<file path="config.mk">
export PLATFORM = sky130hd
export DESIGN_NAME = seven_segment_scan_driver_flat
export DESIGN_NICKNAME = d
export VERILOG_FILES = /design/src/rtl/seven_segment_scan_driver_if.sv /design/src/rtl/seven_segment_scan_driver.sv /design/src/flat_wrapper.sv
export SDC_FILE = /design/constraint.sdc
export NUM_CORES = 1
export LEC_CHECK = 0
export BUFFER_PORTS_ARGS = -buffer_cell sky130_fd_sc_hd__buf_2
export CAP_MARGIN = 15
export CORE_MARGIN = 5
export CORE_UTILIZATION = 54
export CTS_BUF_LIST = sky130_fd_sc_hd__clkbuf_8
export DETAILED_ROUTE_END_ITERATION = 6
export PLACE_DENSITY_LB_ADDON = 0.08
export REMOVE_ABC_BUFFERS = 1
export SYNTH_ARGS = -nofsm -noshare
export SYNTH_HDL_FRONTEND = slang
export SYNTH_SLANG_ARGS = --single-unit
</file>
<file path="constraint.sdc">
create_clock -name i_Clk -period 2.1 [get_ports i_Clk]
set_clock_uncertainty 0.2 [all_clocks]
set_input_delay 0.42 -clock i_Clk [delete_from_list [all_inputs] [get_ports i_Clk]]
set_output_delay 0.42 -clock i_Clk [all_outputs]
set_load 0.05 [all_outputs]
</file>
<file path="src/rtl/seven_segment_scan_driver_if.sv">
// Display bus between the BCD/blink source and the 7-segment scan driver.
// master: drives enable, packed BCD digits and decimal points.
// slave:  the scan driver, which drives anodes, segments, DP, index and frame pulse.
interface seven_segment_scan_driver_if #(
    parameter int unsigned DECIMAL_DIGITS = 4
);
    localparam int unsigned INDEX_W = (DECIMAL_DIGITS > 1) ? $clog2(DECIMAL_DIGITS) : 1;

    logic                          i_Enable;
    logic [DECIMAL_DIGITS*4-1:0]   i_BCD_Num;
    logic [DECIMAL_DIGITS-1:0]     i_DP;
    logic [DECIMAL_DIGITS-1:0]     o_Anode;
    logic [6:0]                    o_Segment;
    logic                          o_DP;
    logic [INDEX_W-1:0]            o_Digit_Index;
    logic                          o_Frame_Done;

    modport master (
        output i_Enable,
        output i_BCD_Num,
        output i_DP,
        input  o_Anode,
        input  o_Segment,
        input  o_DP,
        input  o_Digit_Index,
        input  o_Frame_Done
    );

    modport slave (
        input  i_Enable,
        input  i_BCD_Num,
        input  i_DP,
        output o_Anode,
        output o_Segment,
        output o_DP,
        output o_Digit_Index,
        output o_Frame_Done
    );
endinterface

</file>
<file path="src/rtl/seven_segment_scan_driver.sv">
// Time-multiplexed 7-segment scan driver.
// Each digit slot begins with BLANK_CLKS all-dark cycles (anti-ghosting) and then
// shows one digit with its anode pulled low. BCD/DP inputs are snapshotted once per
// frame so a frame never mixes old and new values. Blink code 4'hE decodes dark.
// Optional feature: define SEG_LEADING_ZERO_BLANK_EN to blank leading zeros.
module seven_segment_scan_driver #(
    parameter int unsigned DECIMAL_DIGITS = 4,
    parameter int unsigned CLKS_PER_DIGIT = 100000,
    parameter int unsigned BLANK_CLKS     = 1000
) (
    input logic                         i_Clk,
    input logic                         i_Rst_n,
    seven_segment_scan_driver_if.slave  bus
);
    localparam int unsigned INDEX_W = (DECIMAL_DIGITS > 1) ? $clog2(DECIMAL_DIGITS) : 1;
    localparam int unsigned SLOT_W  = $clog2(CLKS_PER_DIGIT);
    localparam int unsigned SEG_W   = 7;
    localparam int unsigned NIB_W   = 4;

    localparam logic [SLOT_W-1:0]  BLANK_LAST = SLOT_W'(BLANK_CLKS - 1);
    localparam logic [SLOT_W-1:0]  SLOT_LAST  = SLOT_W'(CLKS_PER_DIGIT - 1);
    localparam logic [INDEX_W-1:0] DIGIT_LAST = INDEX_W'(DECIMAL_DIGITS - 1);
    localparam logic [SEG_W-1:0]   SEG_OFF    = 7'h7F;

    typedef enum logic [1:0] {
        ST_IDLE  = 2'd0,
        ST_BLANK = 2'd1,
        ST_SHOW  = 2'd2
    } state_t;

    state_t              state_q, state_d;
    logic [SLOT_W-1:0]   slot_q,  slot_d;
    logic [INDEX_W-1:0]  digit_q, digit_d;

    logic [NIB_W-1:0]           snap_nib [DECIMAL_DIGITS];
    logic [DECIMAL_DIGITS-1:0]  snap_dp;
    logic                       snap_take_c;

    logic [DECIMAL_DIGITS-1:0]  anode_d,  anode_q;
    logic [SEG_W-1:0]           seg_d,    seg_q;
    logic                       dp_d,     dp_q;
    logic                       fdone_d,  fdone_q;
    logic [INDEX_W-1:0]         index_q;
    logic                       digit_dark_c;

    // Active-low segment pattern {g,f,e,d,c,b,a} for one nibble.
    function automatic logic [SEG_W-1:0] seg_decode(input logic [NIB_W-1:0] nib);
        logic [SEG_W-1:0] seg;
        case (nib)
            4'h0:    seg = 7'h40;
            4'h1:    seg = 7'h79;
            4'h2:    seg = 7'h24;
            4'h3:    seg = 7'h30;
            4'h4:    seg = 7'h19;
            4'h5:    seg = 7'h12;
            4'h6:    seg = 7'h02;
            4'h7:    seg = 7'h78;
            4'h8:    seg = 7'h00;
            4'h9:    seg = 7'h10;
            4'hF:    seg = 7'h3F;
            default: seg = SEG_OFF;
        endcase
        return seg;
    endfunction

    // Snapshot is taken on the first BLANK cycle of digit 0 (start of a frame).
    assign snap_take_c = (state_q == ST_BLANK) && (digit_q == '0) && (slot_q == '0);

`ifdef SEG_LEADING_ZERO_BLANK_EN
    logic [DECIMAL_DIGITS-1:0] lz_flag_c;
    logic [DECIMAL_DIGITS-1:0] lz_blank_q;

    // Flag zeros from the most significant digit down until the first non-zero nibble.
    always_comb begin
        logic run;
        lz_flag_c = '0;
        run       = 1'b1;
        for (int k = int'(DECIMAL_DIGITS) - 1; k >= 1; k--) begin
            if (run && (bus.i_BCD_Num[NIB_W*k +: NIB_W] == 4'h0)) begin
                lz_flag_c[k] = 1'b1;
            end else begin
                run = 1'b0;
            end
        end
    end

    // Leading-zero flags travel with the frame snapshot.
    always_ff @(posedge i_Clk or negedge i_Rst_n) begin
        if (!i_Rst_n) begin
            lz_blank_q <= '0;
        end else if (snap_take_c) begin
            lz_blank_q <= lz_flag_c;
        end
    end

    assign digit_dark_c = lz_blank_q[digit_q];
`else
    assign digit_dark_c = 1'b0;
`endif

    // Frame shadow of BCD digits and decimal points.
    always_ff @(posedge i_Clk or negedge i_Rst_n) begin
        if (!i_Rst_n) begin
            for (int k = 0; k < int'(DECIMAL_DIGITS); k++) begin
                snap_nib[k] <= '0;
            end
            snap_dp <= '0;
        end else if (snap_take_c) begin
            for (int k = 0; k < int'(DECIMAL_DIGITS); k++) begin
                snap_nib[k] <= bus.i_BCD_Num[NIB_W*k +: NIB_W];
            end
            snap_dp <= bus.i_DP;
        end
    end

    // Scan state, slot counter and digit index registers.
    always_ff @(posedge i_Clk or negedge i_Rst_n) begin
        if (!i_Rst_n) begin
            state_q <= ST_IDLE;
            slot_q  <= '0;
            digit_q <= '0;
        end else begin
            state_q <= state_d;
            slot_q  <= slot_d;
            digit_q <= digit_d;
        end
    end

    // Next-state sequencing and next values of the display outputs.
    always_comb begin
        state_d = state_q;
        slot_d  = slot_q;
        digit_d = digit_q;
        anode_d = '1;
        seg_d   = SEG_OFF;
        dp_d    = 1'b1;
        fdone_d = 1'b0;

        if (!bus.i_Enable) begin
            state_d = ST_IDLE;
            slot_d  = '0;
            digit_d = '0;
        end else begin
            case (state_q)
                ST_IDLE: begin
                    state_d = ST_BLANK;
                    slot_d  = '0;
                    digit_d = '0;
                end
                ST_BLANK: begin
                    slot_d = slot_q + SLOT_W'(1);
                    if (slot_q == BLANK_LAST) begin
                        state_d = ST_SHOW;
                    end
                end
                ST_SHOW: begin
                    if (slot_q == SLOT_LAST) begin
                        state_d = ST_BLANK;
                        slot_d  = '0;
                        digit_d = (digit_q == DIGIT_LAST) ? '0 : digit_q + INDEX_W'(1);
                    end else begin
                        slot_d = slot_q + SLOT_W'(1);
                    end
                end
                default: begin
                    state_d = ST_IDLE;
                    slot_d  = '0;
                    digit_d = '0;
                end
            endcase
        end

        if (state_q == ST_SHOW) begin
            anode_d[digit_q] = 1'b0;
            seg_d            = digit_dark_c ? SEG_OFF : seg_decode(snap_nib[digit_q]);
            dp_d             = ~snap_dp[digit_q];
            fdone_d          = (slot_q == SLOT_LAST) && (digit_q == DIGIT_LAST);
        end
    end

    // Output registers; async reset darkens the display immediately.
    always_ff @(posedge i_Clk or negedge i_Rst_n) begin
        if (!i_Rst_n) begin
            anode_q <= '1;
            seg_q   <= SEG_OFF;
            dp_q    <= 1'b1;
            fdone_q <= 1'b0;
            index_q <= '0;
        end else begin
            anode_q <= anode_d;
            seg_q   <= seg_d;
            dp_q    <= dp_d;
            fdone_q <= fdone_d;
            index_q <= digit_q;
        end
    end

    assign bus.o_Anode       = anode_q;
    assign bus.o_Segment     = seg_q;
    assign bus.o_DP          = dp_q;
    assign bus.o_Frame_Done  = fdone_q;
    assign bus.o_Digit_Index = index_q;

endmodule

</file>
<file path="src/flat_wrapper.sv">
// flat-port wrapper written by rule: the top's interface ports become plain ports
module seven_segment_scan_driver_flat 
#(
    parameter int unsigned DECIMAL_DIGITS = 4,
    parameter int unsigned CLKS_PER_DIGIT = 100000,
    parameter int unsigned BLANK_CLKS     = 1000
)
  (i_Clk, i_Rst_n, bus_i_Enable, bus_i_BCD_Num, bus_i_DP, bus_o_Anode, bus_o_Segment, bus_o_DP, bus_o_Digit_Index, bus_o_Frame_Done);
  seven_segment_scan_driver_if #(.DECIMAL_DIGITS(DECIMAL_DIGITS)) bus_i ();
  input logic i_Clk;
  input logic i_Rst_n;
  input wire logic [$bits(bus_i.i_Enable)-1:0] bus_i_Enable;
  input wire logic [$bits(bus_i.i_BCD_Num)-1:0] bus_i_BCD_Num;
  input wire logic [$bits(bus_i.i_DP)-1:0] bus_i_DP;
  output wire logic [$bits(bus_i.o_Anode)-1:0] bus_o_Anode;
  output wire logic [$bits(bus_i.o_Segment)-1:0] bus_o_Segment;
  output wire logic [$bits(bus_i.o_DP)-1:0] bus_o_DP;
  output wire logic [$bits(bus_i.o_Digit_Index)-1:0] bus_o_Digit_Index;
  output wire logic [$bits(bus_i.o_Frame_Done)-1:0] bus_o_Frame_Done;
  assign bus_i.i_Enable = bus_i_Enable;
  assign bus_i.i_BCD_Num = bus_i_BCD_Num;
  assign bus_i.i_DP = bus_i_DP;
  assign bus_o_Anode = bus_i.o_Anode;
  assign bus_o_Segment = bus_i.o_Segment;
  assign bus_o_DP = bus_i.o_DP;
  assign bus_o_Digit_Index = bus_i.o_Digit_Index;
  assign bus_o_Frame_Done = bus_i.o_Frame_Done;
  seven_segment_scan_driver #(.DECIMAL_DIGITS(DECIMAL_DIGITS), .CLKS_PER_DIGIT(CLKS_PER_DIGIT), .BLANK_CLKS(BLANK_CLKS)) u_core (.i_Clk(i_Clk), .i_Rst_n(i_Rst_n), .bus(bus_i));
endmodule
</file>
Word-level counts from Yosys, hierarchy flattened
Memory sizes are Yosys's and may differ from the RTL's.
Index checks and enable logic that the tools add are counted.
Word-level totals
  bits in registers: 56
  ROM bits: 112
  input bits: 23
  output and inout port bits: 15
  logic and storage cells: 61
  memories: 1
Memories
  (name not given): depth 16, width 7, rd ports 1, clocked after Yosys merged registers in 0, wr ports 0, line seven_segment_scan_driver.sv:49  | case (nib)
Cells by class
  add/subtract/negate cells: 2
  magnitude comparators: 3
  eq/ne operators: 8
  mux-type cells: 22
  bitwise gates (word level): 3
  reduce and logical (&&, ||, !) cells: 9
Operator list (count)
  2-to-1 mux 17 bit: 2
  one-hot mux 17 bit (2 select lines): 1
  adder 17 x 1 -> 17 bit (second input constant): 1
  == test 17 x 10 -> 1 bit (second input constant): 1
  == test 17 bit (second input constant): 1
  zero test 17 bit: 1
  2-to-1 mux 2 bit: 6
  2-to-1 mux 4 bit: 3
  binary-select mux 4 bit (select 2 bit): 1
  2-to-1 mux 7 bit: 1
  one-hot mux 2 bit (3 select lines): 1
  == test 2 bit (second input constant): 2
  logical AND 1 bit: 4
  zero test 2 bit: 2
  2-to-1 mux 1 bit: 4
  inverter 4 bit: 1
  one-hot mux 2 bit (2 select lines): 1
  AND reduction 2 bit: 2
  greater-or-equal comparator 3 bit (second input constant): 1
  < comparator 2 x 3 -> 1 bit (second input constant): 1
  inequality test 3 x 2 -> 1 bit (second input constant): 1
  inequality test 3 bit (second input constant): 1
  inverter 2 -> 3 bit: 1
  adder 2 x 1 -> 2 bit (second input constant): 1
  other kinds (6): 6

Depth between registers and ports, before layout
Gate-level depths: netlist of run 1.
  word-level depth: 6
  gate-level depth with buffers: 8
  depth with buffers taken out: 6

Worst setup path after synthesis of run 1
Ideal clock, no wire load.
  path type: register to register
  start: register u_core.slot_q[13]
  end: register u_core.snap_dp[0]
  setup time: 0.125 ns
  arrival: 1.880 ns
  required time: 1.775 ns
  path slack: -0.105 ns
  stages on the path, launching flop included: 7
  buffers on the path: 1
  period minus slack after synthesis: 2.205 ns
  cell sequence: dfrtp_1 or4_4 nor4_4 nand4_1 nor2_2 buf_6 mux2_2
Between the ends
  word-level cells in the longest chain between the ends: 2
RTL lines
  start: declaration: line seven_segment_scan_driver.sv:32  | logic [SLOT_W-1:0] slot_q, slot_d;
  start signal: assignment: line seven_segment_scan_driver.sv:124  | slot_q <= slot_d;
  zero test 17 bit: line seven_segment_scan_driver.sv:67  | assign snap_take_c = (state_q == ST_BLANK) && (digit_q == '0) && (slot_q == '0);
  logical AND 1 bit: line seven_segment_scan_driver.sv:67
  end signal: assignment: line seven_segment_scan_driver.sv:112  | snap_dp <= bus.i_DP;
  end: declaration: line seven_segment_scan_driver.sv:36  | logic [DECIMAL_DIGITS-1:0] snap_dp;
No other way between the ends.
A chain may end at the register's enable or synchronous reset.

Final worst setup path of run 1
  start: register u_core.slot_q[13]
  end: register u_core.snap_nib[9] (netlist name)
Between the ends
  word-level cells in the longest chain between the ends: 2
RTL lines
  zero test 17 bit: line seven_segment_scan_driver.sv:67
  logical AND 1 bit: line seven_segment_scan_driver.sv:67
  end signal: indexed assignment: line seven_segment_scan_driver.sv:110  | snap_nib[k] <= bus.i_BCD_Num[NIB_W*k +: NIB_W];
  end: declaration: line seven_segment_scan_driver.sv:35  | logic [NIB_W-1:0] snap_nib [DECIMAL_DIGITS];
No other way between the ends.

==> results of run 1 <==
[flip-flops by register name (all words and copies together) (netlist names)]
signal,count
u_core.bus.o_Anode,4
u_core.bus.o_DP,1
u_core.bus.o_Segment,7
u_core.bus.o_Frame_Done,1
u_core.slot_q,17
u_core.snap_nib,16
u_core.bus.o_Digit_Index,2
u_core.state_q,2
u_core.snap_dp,4
u_core.digit_q,2
[cell usage in the layout (no fill, tap or decap), types with 2 or more instances in the layout]
| cell | instances |
|---|---|
| sky130_fd_sc_hd__a21oi_1 | 2 |
| sky130_fd_sc_hd__and3_1 | 3 |
| sky130_fd_sc_hd__buf_12 | 3 |
| sky130_fd_sc_hd__buf_2 | 37 |
| sky130_fd_sc_hd__buf_4 | 24 |
| sky130_fd_sc_hd__clkbuf_8 | 5 |
| sky130_fd_sc_hd__dfrtp_1 | 44 |
| sky130_fd_sc_hd__dfstp_2 | 12 |
| sky130_fd_sc_hd__ha_1 | 16 |
| sky130_fd_sc_hd__inv_1 | 13 |
| sky130_fd_sc_hd__inv_2 | 2 |
| sky130_fd_sc_hd__mux2_1 | 2 |
| sky130_fd_sc_hd__mux2_2 | 17 |
| sky130_fd_sc_hd__mux2i_1 | 5 |
| sky130_fd_sc_hd__mux4_2 | 5 |
| sky130_fd_sc_hd__nand2_1 | 20 |
| sky130_fd_sc_hd__nand3_1 | 4 |
| sky130_fd_sc_hd__nand4_1 | 5 |
| sky130_fd_sc_hd__nor2_1 | 27 |
| sky130_fd_sc_hd__nor3_1 | 2 |
| sky130_fd_sc_hd__o211ai_1 | 3 |
| sky130_fd_sc_hd__o21ai_0 | 6 |
| sky130_fd_sc_hd__o21ai_1 | 2 |
| sky130_fd_sc_hd__xnor2_1 | 8 |
| sky130_fd_sc_hd__xor2_1 | 8 |
[cell families after synthesis]
kind of cell	Yosys count	synth area share
muxes	30	0.1400
AOI/OAI and AO/OA	18	0.04560
xor gates and xnor gates	16	0.05057
buffers and inverters	25	0.04876
adders and majority gates	16	0.07223
and+or+nand+nor	74	0.1318
DFF	56	0.5111
[final timing paths]
kind	from	slack [ps]	end
max	u_core.slot_q[13]$_DFF_PN0_	-120	u_core.snap_nib[9]$_DFFE_PN0P_
min	bus_i_BCD_Num[8]	130	u_core.snap_nib[4]$_DFFE_PN0P_
max reg2reg	u_core.slot_q[13]$_DFF_PN0_	-120	u_core.snap_nib[9]$_DFFE_PN0P_
min reg2reg	u_core.slot_q[0]$_DFF_PN0_	280	u_core.slot_q[0]$_DFF_PN0_
max in group asynchronous	i_Rst_n	960	u_core.bus.o_Anode[0]$_DFF_PN1_
min in group asynchronous	i_Rst_n	450	u_core.slot_q[8]$_DFF_PN0_
[timing repair]
item	4_1_cts	5_1_grt
pin swaps	2	0
endpoints found under the hold margin	44	0
hold buffers	1	0
buffers inserted	4	2
gates resized for setup	3	7
endpoints found under the setup margin	25	48
[cells in the mapped netlist (2+ instances only)]
master / instances / area (sq um)
sky130_fd_sc_hd__dfrtp_1: 44 / 1101
sky130_fd_sc_hd__nor2_1: 27 / 101.4
sky130_fd_sc_hd__nand2_1: 20 / 75.07
sky130_fd_sc_hd__mux2_2: 18 / 202.7
sky130_fd_sc_hd__ha_1: 16 / 200.2
sky130_fd_sc_hd__inv_1: 14 / 52.55
sky130_fd_sc_hd__dfstp_2: 12 / 315.3
sky130_fd_sc_hd__o21ai_0: 8 / 40.04
sky130_fd_sc_hd__xnor2_1: 8 / 70.07
sky130_fd_sc_hd__xor2_1: 8 / 70.07
sky130_fd_sc_hd__mux2i_1: 5 / 50.05
sky130_fd_sc_hd__mux4_2: 5 / 112.6
sky130_fd_sc_hd__nand3_1: 5 / 25.02
sky130_fd_sc_hd__nand4_1: 5 / 31.28
sky130_fd_sc_hd__clkbuf_1: 4 / 15.01
sky130_fd_sc_hd__and3_1: 3 / 18.77
sky130_fd_sc_hd__buf_6: 3 / 33.78
sky130_fd_sc_hd__o211ai_1: 3 / 22.52
sky130_fd_sc_hd__a21oi_1: 2 / 10.01
sky130_fd_sc_hd__and2_1: 2 / 12.51
sky130_fd_sc_hd__mux2_1: 2 / 22.52
sky130_fd_sc_hd__nor3_1: 2 / 10.01
[area by class of cell]
class,count,area [sq um],share of cell area
flip-flops and latches,56,1416,0.4251
multi-input cells,154,1242,0.3729
repair buffers,66,446.7,0.1341
well taps,70,87.58,0.02629
clock buffers,5,68.82,0.02065
inverters,14,52.55,0.01577
clock inverters,3,17.52,0.005257
[per-layer routing]
| metal | share of wire | up-vias | GRT usage |
|---|---|---|---|
| met5 | 0 | - | 0 |
| met4 | 0.014 | 0 | 0.04983 |
| met3 | 0.041 | 7 | 0.02741 |
| met2 | 0.47 | 38 | 0.2695 |
| met1 | 0.47 | 890 | 0.2216 |
| li1 | - | 911 | - |
[worst max-delay path, cell delays in order (launching register included)]
cell                      delay, ps
sky130_fd_sc_hd__dfrtp_1        390
sky130_fd_sc_hd__or4_4          550
sky130_fd_sc_hd__nor4_4         160
sky130_fd_sc_hd__nand4_1        140
sky130_fd_sc_hd__nor2_2         140
sky130_fd_sc_hd__buf_12         180
sky130_fd_sc_hd__mux2_2         340
[per-stage QoR]
stage | util | setup TNS [ps] | setup WS (ps)
floorplan | - | -9746 | -458.7
finish | 0.6608 | -2221 | -116.6
CTS | 0.6551 | -2390 | -125.2
global placement | 0.6275 | -1785 | -90.44
detailed placement | 0.6275 | -2043 | -107.2
global route | 0.6608 | -5293 | -224.1
[power by group through the flow]
stage	Clock [mW]	Sequential [mW]	Combinational, mW
2_1_floorplan	0	1.28	0.394
3_3_place_gp	0	1.30	0.546
3_5_place_dp	0	1.30	0.561
4_1_cts	0.594	1.28	0.584
5_1_grt	0.636	1.30	0.660
6_report	0.575	1.28	0.586
==> impl_summary.log, run 1 <==
[metrics] count of unique library cells instantiated by Yosys: 41
[metrics] remaining max-slew budget at the tightest pin: 0.7559
[metrics] period utilization: 1.056
[metrics] violated checks: negative setup slack
[metrics] combinational fraction of design power: 0.240
[metrics] setup repair after global routing missed its margin: yes
[metrics] highest attainable clock frequency: 0.4511 GHz
[metrics] critical path capture point type: flip-flop
[metrics] sequential element share of the synthesized area: 0.5111
[metrics] number of endpoints failing setup at the final stage: 22
[metrics] Crit Path Class: reg -> reg
[metrics] data arrival time of the critical path: 2220 ps
[metrics] P per Cell Area: 734.1 nW/um^2
[metrics] vias in the first global route: 1807
[metrics] Worst VDD drop: 0.4758 mV
[metrics] Finished Cell Area: 3332 sq um
[metrics] Final #Nets: 336
[metrics] Pwr Total: 2.446 mW
[metrics] half-perimeter wire length after placement: 3.465 mm
[metrics] leak pwr: 1.481 nW
[metrics] layout-stage area growth over the synthesis result: 20.23%
[metrics] max-cap violations: 0
[metrics] count of boundary I/O pins: 38
[metrics] clock tree from TritonCTS: built
[metrics] Yosys reg bits: 56
[metrics] number of cells on the worst reg-to-reg path: 6
[metrics] DR DRC count: 0
[metrics] syn_area_per_cell: 11.79 sq um
[metrics] number of clock buffers inserted by TritonCTS: 5
[metrics] maximum fanout along the worst path: 20
[metrics] critical path startpoint category: flip-flop
[metrics] number of nets with antenna violations after detailed routing: 0
[metrics] Total Wirelength: 4.767 mm
[metrics] ys async rst share: 1.000
[metrics] maximum number of pins on one net before global-route repair: 57
[metrics] Final Wtd Congestion: 0.7842
[metrics] outcome: complete, but fails checks
[metrics] EDFF count, synth: 0
[metrics] vias: 1846
[metrics] Post-Route Hold Slack: 127.6 ps
[metrics] number of max-slew violations in the final report: 0
[metrics] die height: 81.64 um
[metrics] CTS Sinks: 56
[metrics] Slew @ Worst Pin: 364.8 ps
[metrics] share of total power in the clock network: 0.235
[metrics] critical path data required time: 2100 ps
[metrics] Overall Global Routing Usage: 0.1633
[metrics] post-layout minimum cycle time: 2217 ps
[metrics] fill cell instance count of the final layout: 405
[metrics] total die area: 6665 sq um
[metrics] vias per std cell: 5.016
[metrics] total instance count after detailed placement: 353
[metrics] share of total power in sequential cells: 0.525
[metrics] DRT iter0 DRCs: 61
[metrics] switching share of total power: 0.2732
[metrics] buffers from clock root to sink, at most: 2
[metrics] final non-filler cell total: 368
[metrics] Die Wd: 81.64 um
[metrics] cell at the root of the clock tree: sky130_fd_sc_hd__clkbuf_8
[metrics] Std-Cell Rows: 26
[metrics] cell depth of the worst min-delay path: 2
[metrics] floorplan core area: 5042 sq um
[metrics] starting utilization of the core area: 0.5496
[metrics] remaining global-route overflow: 0
[metrics] PortBufs: 37
[metrics] path type of the worst min-delay path: in -> reg
[metrics] Warnings, synthesis: 0
[metrics] Worst-path clk slew: 100 ps
[metrics] source-to-sink clock delay at the later pin of the worst-skew pair: 310 ps
[metrics] total inserted antenna cells: 0
[metrics] NetSw: 668.2 uW
[metrics] Synth Flop Type: sky130_fd_sc_hd__dfrtp_1
[metrics] count of H-tree levels built during CTS: 2
[metrics] first-pass GRT wire length: 8.335 mm
[metrics] layout cells sized above 1: 0.3993
[metrics] Wirelength per Cell: 12.95 um
[metrics] Final Worst Setup Slack: -116.6 ps
[metrics] Placed Area: 3164 sq um
[metrics] number of iterations in the first detailed-routing pass: 4
[metrics] combined area of all synthesized cells: 2771 sq um
[metrics] internal power: 1.778 mW
[metrics] number of cells produced by synthesis: 235
[metrics] initial antenna violation count: 0
[metrics] final count of hold timing violations: 0
Power figures use the tool's default switching activity.
==> run 2, diff against run 1 <==
- ABC_AREA: default -> 1
==> run 2 against run 1 <==
Against the previous run:
- the run now ends clean
- critical path depth up 1
- global-route usage is 1.2 points higher
- area after synthesis increased by 5.3%
- sequential power about the same
- register-to-register slack improved by 290 ps
- critical endpoint is now u_core.snap_nib[8]$_DFFE_PN0P_
- largest cell class unchanged
==> impl_summary.log, run 2 <==
[metrics] outcome: finished, final reports clean
[metrics] setup TNS: 0 ps (+2221 ps)
[metrics] CTS Sinks: 56 (unchanged)
[metrics] total inserted antenna cells: 0 (unchanged)
[metrics] internal power: 1.609 mW (-9.5%)
[metrics] data arrival time of the critical path: 1950 ps (-270 ps)
[metrics] Overall Global Routing Usage: 0.1752 (+0.01181)
[metrics] ys async rst share: 1.000 (unchanged)
[metrics] PortBufs: 37 (unchanged)
[metrics] count of unique library cells instantiated by Yosys: 29 (-29%)
[metrics] max reg flops: 17 (unchanged)
[metrics] Hold Path Origin: bus_i_DP[2]
[metrics] leading cell types by count after synthesis: 89 x sky130_fd_sc_hd__nand2_1, 50 x sky130_fd_sc_hd__inv_1, 44 x sky130_fd_sc_hd__dfrtp_1, 44 x sky130_fd_sc_hd__nor2_1, 24 x sky130_fd_sc_hd__o21ai_0
[metrics] Std-Cell Rows: 26 (unchanged)
[metrics] Warnings, synthesis: 0 (unchanged)
[metrics] critical path startpoint category: flip-flop
[metrics] starting utilization of the core area: 0.5641 (+0.01447)
[metrics] first-pass GRT wire length: 10.20 mm (+22%)
[metrics] post-layout minimum cycle time: 1924 ps (-292.4 ps)
[metrics] vias in the first global route: 2256 (+25%)
[metrics] number of iterations in the first detailed-routing pass: 4 (unchanged)
[metrics] Slew @ Worst Pin: 402.8 ps (+38.09 ps)
[metrics] remaining max-slew budget at the tightest pin: 0.7314 (-0.02449)
[metrics] number of clock buffers inserted by TritonCTS: 5 (unchanged)
[metrics] number of max-slew violations in the final report: 0 (unchanged)
[metrics] buffers from clock root to sink, at most: 2 (unchanged)
[metrics] source-to-sink clock delay at the later pin of the worst-skew pair: 310 ps (about the same)
[metrics] register-to-register setup slack: 180 ps (+290 ps)
[metrics] combined area of all synthesized cells: 2918 sq um (+5.3%)
[metrics] syn_area_per_cell: 8.173 sq um (-31%)
[metrics] fill cell instance count of the final layout: 463 (+14%)
[metrics] most common cell after layout, fill and taps aside: sky130_fd_sc_hd__nand2_1
[metrics] maximum fanout along the worst path: 40 (+100%)
[metrics] max-cap violations: 0 (unchanged)
[metrics] highest-count cells in the layout ignoring fill and taps: 89 x sky130_fd_sc_hd__nand2_1, 52 x sky130_fd_sc_hd__inv_1, 44 x sky130_fd_sc_hd__nor2_1, 44 x sky130_fd_sc_hd__dfrtp_1, 37 x sky130_fd_sc_hd__buf_2
[metrics] DRT iter0 DRCs: 90 (+48%)
[metrics] critical path capture point type: flip-flop
[metrics] setup repair after global routing missed its margin: no
[metrics] leak pwr: 1.620 nW (+9.4%)
[metrics] half-perimeter wire length after placement: 4.165 mm (+20%)
[metrics] Worst VDD drop: 0.4477 mV (-5.9%)
[metrics] most used standard cell by instance count after synthesis: sky130_fd_sc_hd__nand2_1
[metrics] Final #Nets: 439 (+31%)
[metrics] share of total power in the clock network: 0.243 (+0.008)
[metrics] Worst-path clk slew: 100 ps (about the same)
[metrics] Placed Area: 3201 sq um (+1.1%)
[metrics] vias: 2290 (+24%)
[metrics] period utilization: 0.9163 (-0.1392)
[metrics] Wirelength per Cell: 11.95 um (-7.7%)
[metrics] initial antenna violation count: 0 (unchanged)
[metrics] number of endpoints failing setup at the final stage: 0 (-100%)
[metrics] Final Wtd Congestion: 0.8566 (+9.2%)
[metrics] P per Cell Area: 702.2 nW/um^2 (-4.3%)
[metrics] Yosys reg bits: 56 (unchanged)
[metrics] Crit Path Class: reg -> reg
[metrics] highest attainable clock frequency: 0.5197 GHz (+15%)
[metrics] Die Wd: 83.51 um (+2.3%)
[metrics] die height: 83.51 um (+2.3%)
[metrics] launching instance or port of the critical path: u_core.digit_q[0]$_DFFE_PN0P_
[metrics] combinational fraction of design power: 0.203 (-0.037)
[metrics] DR DRC count: 0 (unchanged)
[metrics] Finished Cell Area: 3296 sq um (-1.1%)
[metrics] cell at the root of the clock tree: sky130_fd_sc_hd__clkbuf_8
[metrics] layout-stage area growth over the synthesis result: 12.95%
[metrics] total die area: 6973 sq um (+4.6%)
[metrics] NetSw: 704.9 uW (+5.5%)
[metrics] EDFF count, synth: 0 (unchanged)
[metrics] count of H-tree levels built during CTS: 2 (unchanged)
[metrics] most area-consuming cells after synthesis: sky130_fd_sc_hd__dfrtp_1 38%, sky130_fd_sc_hd__nand2_1 11%, sky130_fd_sc_hd__dfstp_2 11%, sky130_fd_sc_hd__ha_1 6.9%, sky130_fd_sc_hd__inv_1 6.4%
[metrics] count of boundary I/O pins: 38 (unchanged)
[metrics] remaining global-route overflow: 0 (unchanged)
[metrics] Total Wirelength: 5.630 mm (+18%)
[metrics] number of cells on the worst reg-to-reg path: 7 (+1)
[metrics] clock tree from TritonCTS: built
[metrics] switching share of total power: 0.3046 (+0.03139)
[metrics] Reg2Reg Capture Point: u_core.snap_nib[8]$_DFFE_PN0P_
[metrics] destination of the worst hold path: u_core.snap_dp[2]$_DFFE_PN0P_
[metrics] layout cells sized above 1: 0.1870 (-0.2123)
[metrics] share of Yosys cell area claimed by the top area cell type: 0.3774 (-0.01993)
[metrics] vias per std cell: 4.862 (-3.1%)
[metrics] final count of hold timing violations: 0 (unchanged)
[metrics] most area-hungry cell type in the Yosys netlist: sky130_fd_sc_hd__dfrtp_1
[metrics] sequential element share of the synthesized area: 0.4854 (-0.02564)
[metrics] Synth Flop Type: sky130_fd_sc_hd__dfrtp_1
[metrics] maximum number of pins on one net before global-route repair: 57 (unchanged)
[metrics] share of total power in sequential cells: 0.555 (+0.030)
[metrics] floorplan core area: 5172 sq um (+2.6%)
[metrics] register with the most flip-flops: u_core.slot_q
[metrics] number of cells produced by synthesis: 357 (+52%)
[metrics] Critical R2R Launch: u_core.digit_q[0]$_DFFE_PN0P_
[metrics] path type of the worst min-delay path: in -> reg
[metrics] cell depth of the worst min-delay path: 3 (+1)
[metrics] number of nets with antenna violations after detailed routing: 0 (unchanged)
[metrics] critical path data required time: 2120 ps (+20 ps)
-- run 2: cell count changes after synthesis, sizes merged, moves of 3 or more --
cell,change
nand2,+73
inv,+40
mux2,-20
o21ai,+20
nor2,+19
nand3,+18
xnor2,-6
mux2i,-5
mux4,-5
nor3,+5
and3,-3
-- run 2: logic make-up after synthesis --
| logic type | Yosys count | synth area share |
|---|---|---|
| AO/OA/AOI/OAI | 35 | 0.06433 |
| XOR/XNOR | 11 | 0.03302 |
| adder cells (fa/ha/maj) | 16 | 0.06861 |
| buffers and inverters | 62 | 0.08576 |
| flip-flops | 56 | 0.4854 |
| AND/OR/NAND/NOR | 177 | 0.2629 |
-- run 2: metrics by stage --
stage                       util  total power [mW]  std cells  hold WS (ps)  worst slack (ps)
after global routing      0.6372             2.487        471         149.8             9.192
after global placement    0.6188             1.749        462         240.5             262.4
final                     0.6372             2.314        471         132.3             175.7
after detailed placement  0.6188             1.771        462         246.7             127.5
after floorplan                -             1.609        349        -75.59            -325.8
after CTS                 0.6364             2.330        471         132.4             107.8
-- run 2: worst max-delay path by stage --
stage / endpoint / depth (start not counted)
6_report: u_core.snap_nib[8]$_DFFE_PN0P_ / 7
3_3_place_gp: u_core.snap_nib[15]$_DFFE_PN0P_ / 6
3_5_place_dp: u_core.snap_nib[8]$_DFFE_PN0P_ / 7
2_1_floorplan: u_core.snap_dp[0]$_DFFE_PN0P_ / 5
4_1_cts: u_core.snap_nib[8]$_DFFE_PN0P_ / 7
5_1_grt: u_core.bus.o_Segment[4]$_DFF_PN1_ / 9
-- run 2: per-layer routing --
layer	up-vias	part of all wire	wire length [um]	GRT usage
li1	1186	-	-	-
met1	1043	0.49	2749	0.2454
met2	52	0.44	2487	0.2682
met3	9	0.056	317	0.04541
met4	0	0.013	76	0.05117
met5	-	0	0	0
-- run 2: area by class of cell --
class | count | area [sq um] | area share
tap | 70 | 87.58 | 0.02658
timing repair buffer | 44 | 256.5 | 0.07783
clock inverter | 3 | 12.51 | 0.003797
multi-input combinational | 239 | 1251 | 0.3797
clock buffer | 5 | 68.82 | 0.02088
sequential | 56 | 1416 | 0.4298
inverter | 54 | 202.7 | 0.06150
-- run 2: power groups by stage --
stage | Combinational (mW) | Sequential (mW) | Clock [mW]
2_1_floorplan | 0.332 | 1.28 | 0
3_3_place_gp | 0.446 | 1.30 | 0
3_5_place_dp | 0.469 | 1.30 | 0
4_1_cts | 0.473 | 1.28 | 0.575
5_1_grt | 0.561 | 1.30 | 0.624
6_report | 0.469 | 1.28 | 0.561
-- run 2: worst max-delay path, stage by stage, from the launching register on --
cell and delay, ps:
sky130_fd_sc_hd__dfrtp_1 520, sky130_fd_sc_hd__inv_2 160, sky130_fd_sc_hd__ha_1 250, sky130_fd_sc_hd__nor3b_2 150, sky130_fd_sc_hd__nand4_1 80, sky130_fd_sc_hd__buf_6 250
sky130_fd_sc_hd__nand2_1 100, sky130_fd_sc_hd__o21ai_0 100
-- run 2: what timing repair did --
action | CTS | global route
hold endpoints to repair | 44 | 0
hold buffers | 1 | 0
gates resized for setup | 0 | 1
buffers inserted | 0 | 0
endpoints found under the setup margin | 0 | 9
